$ cat src/rtl/id_ex_stage_if.sv
`default_nettype none
// ============================================================================
// Module   : id_ex_stage_if
// Brief    : ID -> ID/EX bundle: decoded operands and control in, registered
//            *_IDEX view, stall and event counters out.
// Revision : 1.0
// ============================================================================
interface id_ex_stage_if #(
    parameter int XLEN  = 32,
    parameter int CNT_W = 16
);
    logic [4:0]       rs1_IFID, rs2_IFID, rd_IFID;
    logic             uses_rs1_ID, uses_rs2_ID;
    logic             RegWrite_ID, MemRead_ID, MemWrite_ID, MemtoReg_ID, ALUSrc_ID, Branch_ID;
    logic [3:0]       ALUCtrl_ID;
    logic [XLEN-1:0]  pc_ID, rs1_data_ID, rs2_data_ID, imm_ID;
    logic             flush_EX;

    logic             stall;
    logic             valid_IDEX;
    logic [4:0]       rs1_IDEX, rs2_IDEX, rd_IDEX;
    logic             RegWrite_IDEX, MemRead_IDEX, MemWrite_IDEX, MemtoReg_IDEX, ALUSrc_IDEX, Branch_IDEX;
    logic [3:0]       ALUCtrl_IDEX;
    logic [XLEN-1:0]  pc_IDEX, rs1_data_IDEX, rs2_data_IDEX, imm_IDEX;
    logic [CNT_W-1:0] stall_count, flush_count;

    modport master (
        output rs1_IFID, rs2_IFID, rd_IFID, uses_rs1_ID, uses_rs2_ID,
               RegWrite_ID, MemRead_ID, MemWrite_ID, MemtoReg_ID, ALUSrc_ID, Branch_ID,
               ALUCtrl_ID, pc_ID, rs1_data_ID, rs2_data_ID, imm_ID, flush_EX,
        input  stall, valid_IDEX, rs1_IDEX, rs2_IDEX, rd_IDEX,
               RegWrite_IDEX, MemRead_IDEX, MemWrite_IDEX, MemtoReg_IDEX, ALUSrc_IDEX, Branch_IDEX,
               ALUCtrl_IDEX, pc_IDEX, rs1_data_IDEX, rs2_data_IDEX, imm_IDEX,
               stall_count, flush_count
    );

    modport slave (
        input  rs1_IFID, rs2_IFID, rd_IFID, uses_rs1_ID, uses_rs2_ID,
               RegWrite_ID, MemRead_ID, MemWrite_ID, MemtoReg_ID, ALUSrc_ID, Branch_ID,
               ALUCtrl_ID, pc_ID, rs1_data_ID, rs2_data_ID, imm_ID, flush_EX,
        output stall, valid_IDEX, rs1_IDEX, rs2_IDEX, rd_IDEX,
               RegWrite_IDEX, MemRead_IDEX, MemWrite_IDEX, MemtoReg_IDEX, ALUSrc_IDEX, Branch_IDEX,
               ALUCtrl_IDEX, pc_IDEX, rs1_data_IDEX, rs2_data_IDEX, imm_IDEX,
               stall_count, flush_count
    );
endinterface
`default_nettype wire

$ cat src/rtl/id_ex_stage.sv
`default_nettype none
// ============================================================================
// Module   : id_ex_stage
// Brief    : ID/EX pipeline register with load-use stall, branch squash and
//            saturating stall/flush event counters.
// Revision : 1.0
// ============================================================================
module id_ex_stage #(
    parameter int XLEN  = 32,
    parameter int CNT_W = 16
) (
    input  wire logic   clk,
    input  wire logic   rst_n,
    id_ex_stage_if.slave bus
);
    localparam logic [CNT_W-1:0] CNT_MAX = '1;

    logic             valid_q, valid_d;
    logic [4:0]       rs1_q, rs1_d, rs2_q, rs2_d, rd_q, rd_d;
    logic             regwrite_q, regwrite_d, memread_q, memread_d, memwrite_q, memwrite_d;
    logic             memtoreg_q, memtoreg_d, alusrc_q, alusrc_d, branch_q, branch_d;
    logic [3:0]       aluctrl_q, aluctrl_d;
    logic [XLEN-1:0]  pc_q, pc_d, rs1_data_q, rs1_data_d, rs2_data_q, rs2_data_d, imm_q, imm_d;
    logic [CNT_W-1:0] stall_count_q, stall_count_d, flush_count_q, flush_count_d;
    logic             haz, stall_c;

    always_comb begin
        // Only a live load with a non-x0 destination can block the consumer in ID
        haz = valid_q & memread_q & (rd_q != 5'd0) &
              ((bus.uses_rs1_ID & (rd_q == bus.rs1_IFID)) |
               (bus.uses_rs2_ID & (rd_q == bus.rs2_IFID)));
        stall_c = haz & ~bus.flush_EX;

        valid_d       = valid_q;
        rs1_d         = rs1_q;
        rs2_d         = rs2_q;
        rd_d          = rd_q;
        regwrite_d    = regwrite_q;
        memread_d     = memread_q;
        memwrite_d    = memwrite_q;
        memtoreg_d    = memtoreg_q;
        alusrc_d      = alusrc_q;
        branch_d      = branch_q;
        aluctrl_d     = aluctrl_q;
        pc_d          = pc_q;
        rs1_data_d    = rs1_data_q;
        rs2_data_d    = rs2_data_q;
        imm_d         = imm_q;
        stall_count_d = stall_count_q;
        flush_count_d = flush_count_q;

        if (bus.flush_EX || stall_c) begin
            // Bubble: datapath values are left as-is, only qualifiers are cleared
            valid_d    = 1'b0;
            rs1_d      = 5'd0;
            rs2_d      = 5'd0;
            rd_d       = 5'd0;
            regwrite_d = 1'b0;
            memread_d  = 1'b0;
            memwrite_d = 1'b0;
            memtoreg_d = 1'b0;
            alusrc_d   = 1'b0;
            branch_d   = 1'b0;
            aluctrl_d  = 4'd0;
        end else begin
            valid_d    = 1'b1;
            rs1_d      = bus.rs1_IFID;
            rs2_d      = bus.rs2_IFID;
            rd_d       = bus.rd_IFID;
            regwrite_d = bus.RegWrite_ID;
            memread_d  = bus.MemRead_ID;
            memwrite_d = bus.MemWrite_ID;
            memtoreg_d = bus.MemtoReg_ID;
            alusrc_d   = bus.ALUSrc_ID;
            branch_d   = bus.Branch_ID;
            aluctrl_d  = bus.ALUCtrl_ID;
            pc_d       = bus.pc_ID;
            rs1_data_d = bus.rs1_data_ID;
            rs2_data_d = bus.rs2_data_ID;
            imm_d      = bus.imm_ID;
        end

        if (bus.flush_EX) begin
            if (flush_count_q != CNT_MAX) flush_count_d = flush_count_q + 1'b1;
        end else if (stall_c) begin
            if (stall_count_q != CNT_MAX) stall_count_d = stall_count_q + 1'b1;
        end
    end

    always_ff @(posedge clk) begin
        if (!rst_n) begin
            valid_q       <= 1'b0;
            rs1_q         <= 5'd0;
            rs2_q         <= 5'd0;
            rd_q          <= 5'd0;
            regwrite_q    <= 1'b0;
            memread_q     <= 1'b0;
            memwrite_q    <= 1'b0;
            memtoreg_q    <= 1'b0;
            alusrc_q      <= 1'b0;
            branch_q      <= 1'b0;
            aluctrl_q     <= 4'd0;
            pc_q          <= '0;
            rs1_data_q    <= '0;
            rs2_data_q    <= '0;
            imm_q         <= '0;
            stall_count_q <= '0;
            flush_count_q <= '0;
        end else begin
            valid_q       <= valid_d;
            rs1_q         <= rs1_d;
            rs2_q         <= rs2_d;
            rd_q          <= rd_d;
            regwrite_q    <= regwrite_d;
            memread_q     <= memread_d;
            memwrite_q    <= memwrite_d;
            memtoreg_q    <= memtoreg_d;
            alusrc_q      <= alusrc_d;
            branch_q      <= branch_d;
            aluctrl_q     <= aluctrl_d;
            pc_q          <= pc_d;
            rs1_data_q    <= rs1_data_d;
            rs2_data_q    <= rs2_data_d;
            imm_q         <= imm_d;
            stall_count_q <= stall_count_d;
            flush_count_q <= flush_count_d;
        end
    end

    assign bus.stall         = stall_c;
    assign bus.valid_IDEX    = valid_q;
    assign bus.rs1_IDEX      = rs1_q;
    assign bus.rs2_IDEX      = rs2_q;
    assign bus.rd_IDEX       = rd_q;
    assign bus.RegWrite_IDEX = regwrite_q;
    assign bus.MemRead_IDEX  = memread_q;
    assign bus.MemWrite_IDEX = memwrite_q;
    assign bus.MemtoReg_IDEX = memtoreg_q;
    assign bus.ALUSrc_IDEX   = alusrc_q;
    assign bus.Branch_IDEX   = branch_q;
    assign bus.ALUCtrl_IDEX  = aluctrl_q;
    assign bus.pc_IDEX       = pc_q;
    assign bus.rs1_data_IDEX = rs1_data_q;
    assign bus.rs2_data_IDEX = rs2_data_q;
    assign bus.imm_IDEX      = imm_q;
    assign bus.stall_count   = stall_count_q;
    assign bus.flush_count   = flush_count_q;
endmodule
`default_nettype wire

$ cat src/flat_wrapper.sv
// flat-port wrapper written by rule: the top's interface ports become plain ports
module id_ex_stage_flat 
#(
    parameter int XLEN  = 32,
    parameter int CNT_W = 16
)
  (clk, rst_n, bus_rs1_IFID, bus_rs2_IFID, bus_rd_IFID, bus_uses_rs1_ID, bus_uses_rs2_ID, bus_RegWrite_ID, bus_MemRead_ID, bus_MemWrite_ID, bus_MemtoReg_ID, bus_ALUSrc_ID, bus_Branch_ID, bus_ALUCtrl_ID, bus_pc_ID, bus_rs1_data_ID, bus_rs2_data_ID, bus_imm_ID, bus_flush_EX, bus_stall, bus_valid_IDEX, bus_rs1_IDEX, bus_rs2_IDEX, bus_rd_IDEX, bus_RegWrite_IDEX, bus_MemRead_IDEX, bus_MemWrite_IDEX, bus_MemtoReg_IDEX, bus_ALUSrc_IDEX, bus_Branch_IDEX, bus_ALUCtrl_IDEX, bus_pc_IDEX, bus_rs1_data_IDEX, bus_rs2_data_IDEX, bus_imm_IDEX, bus_stall_count, bus_flush_count);
  id_ex_stage_if #(.XLEN(XLEN), .CNT_W(CNT_W)) bus_i ();
  input  wire logic clk;
  input  wire logic rst_n;
  input wire logic [$bits(bus_i.rs1_IFID)-1:0] bus_rs1_IFID;
  input wire logic [$bits(bus_i.rs2_IFID)-1:0] bus_rs2_IFID;
  input wire logic [$bits(bus_i.rd_IFID)-1:0] bus_rd_IFID;
  input wire logic [$bits(bus_i.uses_rs1_ID)-1:0] bus_uses_rs1_ID;
  input wire logic [$bits(bus_i.uses_rs2_ID)-1:0] bus_uses_rs2_ID;
  input wire logic [$bits(bus_i.RegWrite_ID)-1:0] bus_RegWrite_ID;
  input wire logic [$bits(bus_i.MemRead_ID)-1:0] bus_MemRead_ID;
  input wire logic [$bits(bus_i.MemWrite_ID)-1:0] bus_MemWrite_ID;
  input wire logic [$bits(bus_i.MemtoReg_ID)-1:0] bus_MemtoReg_ID;
  input wire logic [$bits(bus_i.ALUSrc_ID)-1:0] bus_ALUSrc_ID;
  input wire logic [$bits(bus_i.Branch_ID)-1:0] bus_Branch_ID;
  input wire logic [$bits(bus_i.ALUCtrl_ID)-1:0] bus_ALUCtrl_ID;
  input wire logic [$bits(bus_i.pc_ID)-1:0] bus_pc_ID;
  input wire logic [$bits(bus_i.rs1_data_ID)-1:0] bus_rs1_data_ID;
  input wire logic [$bits(bus_i.rs2_data_ID)-1:0] bus_rs2_data_ID;
  input wire logic [$bits(bus_i.imm_ID)-1:0] bus_imm_ID;
  input wire logic [$bits(bus_i.flush_EX)-1:0] bus_flush_EX;
  output wire logic [$bits(bus_i.stall)-1:0] bus_stall;
  output wire logic [$bits(bus_i.valid_IDEX)-1:0] bus_valid_IDEX;
  output wire logic [$bits(bus_i.rs1_IDEX)-1:0] bus_rs1_IDEX;
  output wire logic [$bits(bus_i.rs2_IDEX)-1:0] bus_rs2_IDEX;
  output wire logic [$bits(bus_i.rd_IDEX)-1:0] bus_rd_IDEX;
  output wire logic [$bits(bus_i.RegWrite_IDEX)-1:0] bus_RegWrite_IDEX;
  output wire logic [$bits(bus_i.MemRead_IDEX)-1:0] bus_MemRead_IDEX;
  output wire logic [$bits(bus_i.MemWrite_IDEX)-1:0] bus_MemWrite_IDEX;
  output wire logic [$bits(bus_i.MemtoReg_IDEX)-1:0] bus_MemtoReg_IDEX;
  output wire logic [$bits(bus_i.ALUSrc_IDEX)-1:0] bus_ALUSrc_IDEX;
  output wire logic [$bits(bus_i.Branch_IDEX)-1:0] bus_Branch_IDEX;
  output wire logic [$bits(bus_i.ALUCtrl_IDEX)-1:0] bus_ALUCtrl_IDEX;
  output wire logic [$bits(bus_i.pc_IDEX)-1:0] bus_pc_IDEX;
  output wire logic [$bits(bus_i.rs1_data_IDEX)-1:0] bus_rs1_data_IDEX;
  output wire logic [$bits(bus_i.rs2_data_IDEX)-1:0] bus_rs2_data_IDEX;
  output wire logic [$bits(bus_i.imm_IDEX)-1:0] bus_imm_IDEX;
  output wire logic [$bits(bus_i.stall_count)-1:0] bus_stall_count;
  output wire logic [$bits(bus_i.flush_count)-1:0] bus_flush_count;
  assign bus_i.rs1_IFID = bus_rs1_IFID;
  assign bus_i.rs2_IFID = bus_rs2_IFID;
  assign bus_i.rd_IFID = bus_rd_IFID;
  assign bus_i.uses_rs1_ID = bus_uses_rs1_ID;
  assign bus_i.uses_rs2_ID = bus_uses_rs2_ID;
  assign bus_i.RegWrite_ID = bus_RegWrite_ID;
  assign bus_i.MemRead_ID = bus_MemRead_ID;
  assign bus_i.MemWrite_ID = bus_MemWrite_ID;
  assign bus_i.MemtoReg_ID = bus_MemtoReg_ID;
  assign bus_i.ALUSrc_ID = bus_ALUSrc_ID;
  assign bus_i.Branch_ID = bus_Branch_ID;
  assign bus_i.ALUCtrl_ID = bus_ALUCtrl_ID;
  assign bus_i.pc_ID = bus_pc_ID;
  assign bus_i.rs1_data_ID = bus_rs1_data_ID;
  assign bus_i.rs2_data_ID = bus_rs2_data_ID;
  assign bus_i.imm_ID = bus_imm_ID;
  assign bus_i.flush_EX = bus_flush_EX;
  assign bus_stall = bus_i.stall;
  assign bus_valid_IDEX = bus_i.valid_IDEX;
  assign bus_rs1_IDEX = bus_i.rs1_IDEX;
  assign bus_rs2_IDEX = bus_i.rs2_IDEX;
  assign bus_rd_IDEX = bus_i.rd_IDEX;
  assign bus_RegWrite_IDEX = bus_i.RegWrite_IDEX;
  assign bus_MemRead_IDEX = bus_i.MemRead_IDEX;
  assign bus_MemWrite_IDEX = bus_i.MemWrite_IDEX;
  assign bus_MemtoReg_IDEX = bus_i.MemtoReg_IDEX;
  assign bus_ALUSrc_IDEX = bus_i.ALUSrc_IDEX;
  assign bus_Branch_IDEX = bus_i.Branch_IDEX;
  assign bus_ALUCtrl_IDEX = bus_i.ALUCtrl_IDEX;
  assign bus_pc_IDEX = bus_i.pc_IDEX;
  assign bus_rs1_data_IDEX = bus_i.rs1_data_IDEX;
  assign bus_rs2_data_IDEX = bus_i.rs2_data_IDEX;
  assign bus_imm_IDEX = bus_i.imm_IDEX;
  assign bus_stall_count = bus_i.stall_count;
  assign bus_flush_count = bus_i.flush_count;
  id_ex_stage #(.XLEN(XLEN), .CNT_W(CNT_W)) u_core (.clk(clk), .rst_n(rst_n), .bus(bus_i));
endmodule
$ cat config.mk
export PLATFORM = sky130hd
export DESIGN_NAME = id_ex_stage_flat
export DESIGN_NICKNAME = d
export VERILOG_FILES = /design/src/rtl/id_ex_stage_if.sv /design/src/rtl/id_ex_stage.sv /design/src/flat_wrapper.sv
export SDC_FILE = /design/constraint.sdc
export NUM_CORES = 1
export LEC_CHECK = 0
export BUFFER_PORTS_ARGS = -buffer_cell sky130_fd_sc_hd__buf_4
export CAP_MARGIN = 20
export CORE_MARGIN = 5
export CORE_UTILIZATION = 30
export CTS_CLUSTER_SIZE = 10
export DETAILED_ROUTE_END_ITERATION = 16
export GPL_TIMING_DRIVEN = 0
export PLACE_DENSITY = 0.63
export SYNTH_ARGS = -nofsm -noshare
export SYNTH_HDL_FRONTEND = slang
export SYNTH_SLANG_ARGS = --single-unit
$ cat constraint.sdc
create_clock -name clk -period 2.1 [get_ports clk]
set_input_delay 0.21 -clock clk [delete_from_list [all_inputs] [get_ports clk]]
set_output_delay 0.21 -clock clk [all_outputs]
set_load 0.01 [all_outputs]
==> results of run 1 <==
-- synthesized netlist by cell type --
cell / n
xnor2_1: 2
nand2_1: 145
ha_1: 2
inv_2: 1
a311o_1: 1
dfxtp_1: 186
or2_2: 1
or3_1: 4
nand4_1: 10
buf_1: 5
o21ai_0: 9
nor4_2: 1
a32oi_1: 128
and3_1: 29
buf_2: 25
mux2i_1: 4
a21oi_1: 15
and2_1: 5
xor2_1: 18
nor2_1: 16
nand4b_1: 1
nand3_1: 145
nor4_1: 5
nor3_1: 3
o31ai_2: 1
and4_1: 4
or4_1: 10
o31ai_1: 9
nand2b_1: 5
inv_1: 2
o311ai_0: 1
o2111ai_1: 1
buf_6: 1
a21o_1: 1
clkbuf_1: 110
nor3b_1: 128
or4b_2: 1
o41ai_1: 1
a211oi_2: 1
o21ba_2: 1
a32oi_2: 1
o211ai_1: 130
-- final cells by class --
class                   instances  share of cell area
diodes                          1           0.0001790
clock buffers                  17             0.03043
plain buffers                 139             0.04985
flip-flops and latches        186              0.2669
clock inverters                15             0.01253
multi-input cells             839              0.3972
well taps                     442             0.03956
inverters                       3           0.0008055
repair buffers                369              0.2025
-- worst reg2reg max path: stages, from the launching register on --
cell and delay, ns:
dfxtp_4 0.37, xor2_1 0.15, nor4_2 0.31, a32oi_2 0.19
buf_6 0.16, buf_4 0.16, or4_1 0.50, a21oi_1 0.15
-- report_power, final --
part,leakage (nW),internal [mW],switching (mW)
sequential,1.54,3.80,0.234
combinational,3.30,0.866,0.881
clock,0.289,1.61,1.71
total,5.13,6.27,2.82
-- cells by family after synthesis --
family	count (synthesis)	share of synthesized area
and+or+nand+nor	513	0.2892
AOI/OAI and AO/OA	300	0.2443
DFF	186	0.3823
buffers and inverters	144	0.05948
xor gates and xnor gates	20	0.01799
muxes	4	0.004111
adders and majority gates	2	0.002569
-- metrics by stage --
step	instances	TNS, ns	utilization
5_1_grt	2011	-0.5909	0.4330
3_3_place_gp	1954	-63.05	0.3985
4_1_cts	2010	-0.2878	0.4282
2_1_floorplan	1169	0	-
6_report	2011	-0.03831	0.4330
3_5_place_dp	1954	-69.78	0.3985
-- flip-flops by register name, indices dropped and copies added, names as in the netlist --
signal and cells:
u_core.bus.imm_IDEX 32, u_core.bus.pc_IDEX 32, u_core.bus.rs1_data_IDEX 32, u_core.bus.rs2_data_IDEX 32, u_core.bus.flush_count 16, u_core.bus.stall_count 16
u_core.bus.rd_IDEX 5, u_core.bus.rs1_IDEX 5, u_core.bus.rs2_IDEX 5, u_core.bus.ALUCtrl_IDEX 4, u_core.bus.ALUSrc_IDEX 1, u_core.bus.Branch_IDEX 1
u_core.bus.MemRead_IDEX 1, u_core.bus.MemWrite_IDEX 1, u_core.bus.MemtoReg_IDEX 1, u_core.bus.RegWrite_IDEX 1, u_core.bus.valid_IDEX 1
-- how the worst min path moves through the flow --
stage                       from                               endpoint
2_1_floorplan    bus_rs1_IFID[0]      u_core.bus.rs1_IDEX[0]$_SDFF_PP0_
3_3_place_gp   bus_ALUCtrl_ID[2]  u_core.bus.ALUCtrl_IDEX[2]$_SDFF_PP0_
3_5_place_dp      bus_rd_IFID[3]       u_core.bus.rd_IDEX[3]$_SDFF_PP0_
4_1_cts          bus_rs2_IFID[4]      u_core.bus.rs2_IDEX[4]$_SDFF_PP0_
5_1_grt          bus_rs2_IFID[4]      u_core.bus.rs2_IDEX[4]$_SDFF_PP0_
6_report         bus_rs2_IFID[4]      u_core.bus.rs2_IDEX[4]$_SDFF_PP0_
-- repair_timing --
item,4_1_cts,5_1_grt
setup endpoints to repair,138,166
setup buffers,3,0
hold endpoints to repair,23,0
resized for setup,47,81
gates cloned,0,0
hold buffers,23,0
pin swaps,6,5
-- metal layers --
layer,vias up,share of wire
met2,408,0.47
met5,-,0
li1,5284,-
met1,5448,0.44
met4,0,0.020
met3,47,0.072
==> run metrics, run 1 <==
status finished, violations left; failing checks negative setup slack; worst skew pair latency 0.44 ns; critical path depth 7; share of layout cells above drive strength 1 0.2959; vias in the first global route 10.81k; peak supply drop 0.5412 mV; Buffers & Inverters on Critical Path 3; placed cell areas 12870 sq um; CTS Buffer Depth 2; synthesized net count 1329; Worst Setup EP bus_stall; Core Region 32290 sq um; clock root buffer clkbuf_16; Place WS -0.6763 ns; die height 190.2 microns; GR Util met1 0.2760; TritonCTS clock tree built; Reg2Reg Capture Point u_core.bus.stall_count[12]$_SDFFE_PN0P_; CP Cell Sequence xor2_1 > nor4_2 > a32oi_2 > buf_6 > buf_12 > nor2_4 > buf_6; Synth cell types 42; initial cell density of the core 0.3016; met2 Use GR 0.3417; WP data arrival 1.93 ns; reg2reg path depth 7; Power Density 650.8 nW/um^2; Final setup viols 1; Multi-input gate area 5553 sq um; family with the most delay on the worst path simple AND/OR/NAND/NOR gates; HP Class in -> reg; worst-path maximum fanout 4; aggregate global routing overflow 0; Setup Skew 0.01164 ns; Critical Path Start u_core.bus.rd_IDEX[1]$_SDFF_PP0_; DPL Wire Length 29260 microns; f_max 0.4677 GHz; Worst-Margin Slew 0.9007 ns; CTS Buf Count 17; busiest metal layer after global routing met2; routed via count 11.19k; crit-path max cell delay 0.37 ns; Pwr Total 9.098 mW; # IOs 345; register bit count reported by yosys 186; die width 190.2 microns; hold depth 2; Hold Fails Final Rpt 0; critical path class reg -> out; Yosys Warn Count 0; # Max-Cap Violations 0; clock sink count 186; number of antenna-violating nets in the routed design 0; H-tree Lvls 4; Worst EP required 1.89 ns; GPL Wtd Cong 0.8394; Gate Count Post-Synth 1169; Critical Path Slowest Stage Cell dfxtp_4; clock transition at the registers of the reported paths 0.08 ns; register area 3731 sq um; Buffers on Ports 343; row count 66; DR vias/cell 5.563; WL/cell 20.13 microns; first-pass GRT wire length 61640 microns; CP startpoint kind register; commonest cells after routing, fill and taps aside 364 x buf_4, 182 x dfxtp_1, 145 x nand2_1; GR Layer Usage met3 0.05339; top cells by area, synth dfxtp_1 38%, a32oi_1 12%, o211ai_1 10%, nor3b_1 9.9%, nand3_1 7.5%; RSZ-0062 raised after global routing yes; Starting DRT DRC Count 822; pin count of the biggest net entering global routing 21; P_leak 5.128 nW; Slew Limit Fails 0; reg-to-reg startpoint u_core.bus.rd_IDEX[1]$_SDFF_PP0_; initial antenna violation count 2; Total Routing Usage GR 0.2114; fillers 3231; syn avg cell area 8.331 sq um; Mapped Area 9739 sq um; WHS 0.03845 ns; Synth area leader dfxtp_1; die area 36170 sq um; R2R setup slack 0.05 ns; DRT Pass-1 Iters 5; fin nets 1715; Synth top area share 0.3823; minimum clock period 2.138 ns; leading cell type in the layout, fill and taps excluded buf_4; DR DRC count 0; final worst path period share 1.018; P&R area growth vs syn 43.54%; setup ws final -0.03831 ns; CP Capture Type primary output; Slew HR 0.3995; Finished Cell Area 13980 sq um; sequential share of the synthesized area 0.3823; most frequent cell on the critical path buf_6; WL final 40480 microns
Note: power is estimated with default switching activity, not from simulation.
==> run 2: changes to the inputs <==
- HOLD_SLACK_MARGIN: default -> 0.12
==> run 2 against run 1 <==
Compared with the run above: register-to-register slack about the same; sequential power about the same; the run still ends with negative setup slack left; critical endpoint unchanged; clock power is essentially flat.
==> run metrics, run 2 (synthesis results as in run 1) <==
status finished, violations left; failing checks negative setup slack; reg-to-reg startpoint u_core.bus.rd_IDEX[1]$_SDFF_PP0_; worst-path maximum fanout 4; WP data arrival 1.93 ns; clock sink count 186; row count 66; leading cell type in the layout, fill and taps excluded buf_4; Core Region 32290 sq um; setup ws final -0.04236 ns; routed via count 11.21k; Slew Limit Fails 0; HP Class in -> reg; post-route insts no fill 2013; fillers 3229; minimum clock period 2.142 ns; f_max 0.4668 GHz; Buffers on Ports 343; Final setup viols 1; Hold Fails Final Rpt 0; final core utilization 0.4336; Power Density 649.6 nW/um^2; CP startpoint kind register; DRT Pass-1 Iters 5; fin nets 1717; Setup Skew 0.01206 ns; share of layout cells above drive strength 1 0.2955; clock transition at the registers of the reported paths 0.08 ns; Critical Path Start u_core.bus.rd_IDEX[1]$_SDFF_PP0_; Starting DRT DRC Count 756; Total Routing Usage GR 0.2118; Slew HR 0.3922; Worst EP required 1.89 ns; pin count of the biggest net entering global routing 21; commonest cells after routing, fill and taps aside 364 x buf_4, 182 x dfxtp_1, 145 x nand2_1; worst skew pair latency 0.44 ns; Worst Setup EP bus_stall; clock root buffer clkbuf_16; first-pass GRT wire length 61710 microns; P_leak 5.136 nW; RSZ-0062 raised after global routing yes; H-tree Lvls 4; DPL Wire Length 29260 microns; aggregate global routing overflow 0; # IOs 345; die width 190.2 microns; Worst-Margin Slew 0.9117 ns; number of antenna-violating nets in the routed design 0; WL/cell 20.13 microns; peak supply drop 0.5391 mV; CTS Buf Count 17; final worst path period share 1.020; CP Capture Type primary output; initial cell density of the core 0.3016; GPL Wtd Cong 0.8394; # Max-Cap Violations 0; DR vias/cell 5.568; critical path class reg -> out; vias in the first global route 10.84k; initial antenna violation count 2; Reg2Reg Capture Point u_core.bus.stall_count[12]$_SDFFE_PN0P_; DR DRC count 0; P&R area growth vs syn 43.74%; reg2reg path depth 7; Place WS -0.6763 ns; WL final 40530 microns; TritonCTS clock tree built; die height 190.2 microns; die area 36170 sq um; R2R setup slack 0.05 ns; cell count after placement 1954; CTS Buffer Depth 2; setup TNS -0.04236 ns
==> run 2: cell count changes in the layout (fill, tap and decap cells not counted) <==
cell           before  now
dlygate4sd3_1      23   25
==> run 2: layout make-up <==
| type | count | area, sq um | area share |
|---|---|---|---|
| buffer | 139 | 696.9 | 0.04978 |
| clock inverter | 15 | 175.2 | 0.01251 |
| tap | 442 | 553.0 | 0.03950 |
| antenna | 1 | 2.502 | 0.0001787 |
| clock buffer | 17 | 425.4 | 0.03039 |
| sequential | 186 | 3731 | 0.2665 |
| inverter | 3 | 11.26 | 0.0008044 |
| timing repair buffer | 371 | 2851 | 0.2037 |
| multi-input combinational | 839 | 5553 | 0.3966 |
==> run 2: worst max-delay path, stage by stage (launching register included) <==
cell	delay, ns
dfxtp_4	0.37
xor2_1	0.15
nor4_2	0.31
a32oi_2	0.19
buf_6	0.16
buf_12	0.12
nor2_4	0.10
buf_6	0.11
==> run 2: per-layer routing <==
layer | vias up | global-route usage | wire [microns]
li1 | 5283 | - | -
met1 | 5442 | 0.2766 | 17670
met2 | 434 | 0.3419 | 19000
met3 | 49 | 0.05321 | 2994
met4 | 0 | 0.07376 | 863
met5 | - | 0 | 0
==> run 2: power breakdown <==
group	switching (mW)	internal [mW]
clock	1.70	1.61
sequential	0.234	3.80
combinational	0.881	0.869
total	2.82	6.28
==> run 2: how the worst min path moves through the flow <==
stage | startpoint | endpoint | slack, ns | depth (start not counted)
after floorplan | bus_rs1_IFID[0] | u_core.bus.rs1_IDEX[0]$_SDFF_PP0_ | 0.36 | 1
after global placement | bus_ALUCtrl_ID[2] | u_core.bus.ALUCtrl_IDEX[2]$_SDFF_PP0_ | 0.44 | 2
after detailed placement | bus_rd_IFID[3] | u_core.bus.rd_IDEX[3]$_SDFF_PP0_ | 0.45 | 2
after CTS | bus_rs2_data_ID[14] | u_core.bus.rs2_data_IDEX[14]$_SDFFE_PN0N_ | 0.17 | 4
after global routing | bus_rs2_data_ID[9] | u_core.bus.rs2_data_IDEX[9]$_SDFFE_PN0N_ | 0.18 | 4
final | bus_rs2_data_ID[21] | u_core.bus.rs2_data_IDEX[21]$_SDFFE_PN0N_ | 0.20 | 4
==> run 2: timing repair <==
item | 4_1_cts | 5_1_grt
pin swaps | 6 | 5
gates resized for setup | 47 | 81
cloned | 0 | 0
endpoints found under the setup margin | 138 | 166
endpoints found under the hold margin | 25 | 0
hold buffers | 25 | 0
buffers inserted | 3 | 0
==> run 2: metrics by stage <==
stage | total power, mW | hold WS (ns) | area [sq um]
final | 9.094 | 0.1953 | 14000
after global routing | 9.504 | 0.1772 | 14000
after CTS | 9.165 | 0.1720 | 13850
after detailed placement | 5.802 | 0.4454 | 12870
after global placement | 5.770 | 0.4428 | 12870
after floorplan | 4.844 | 0.3559 | 9739
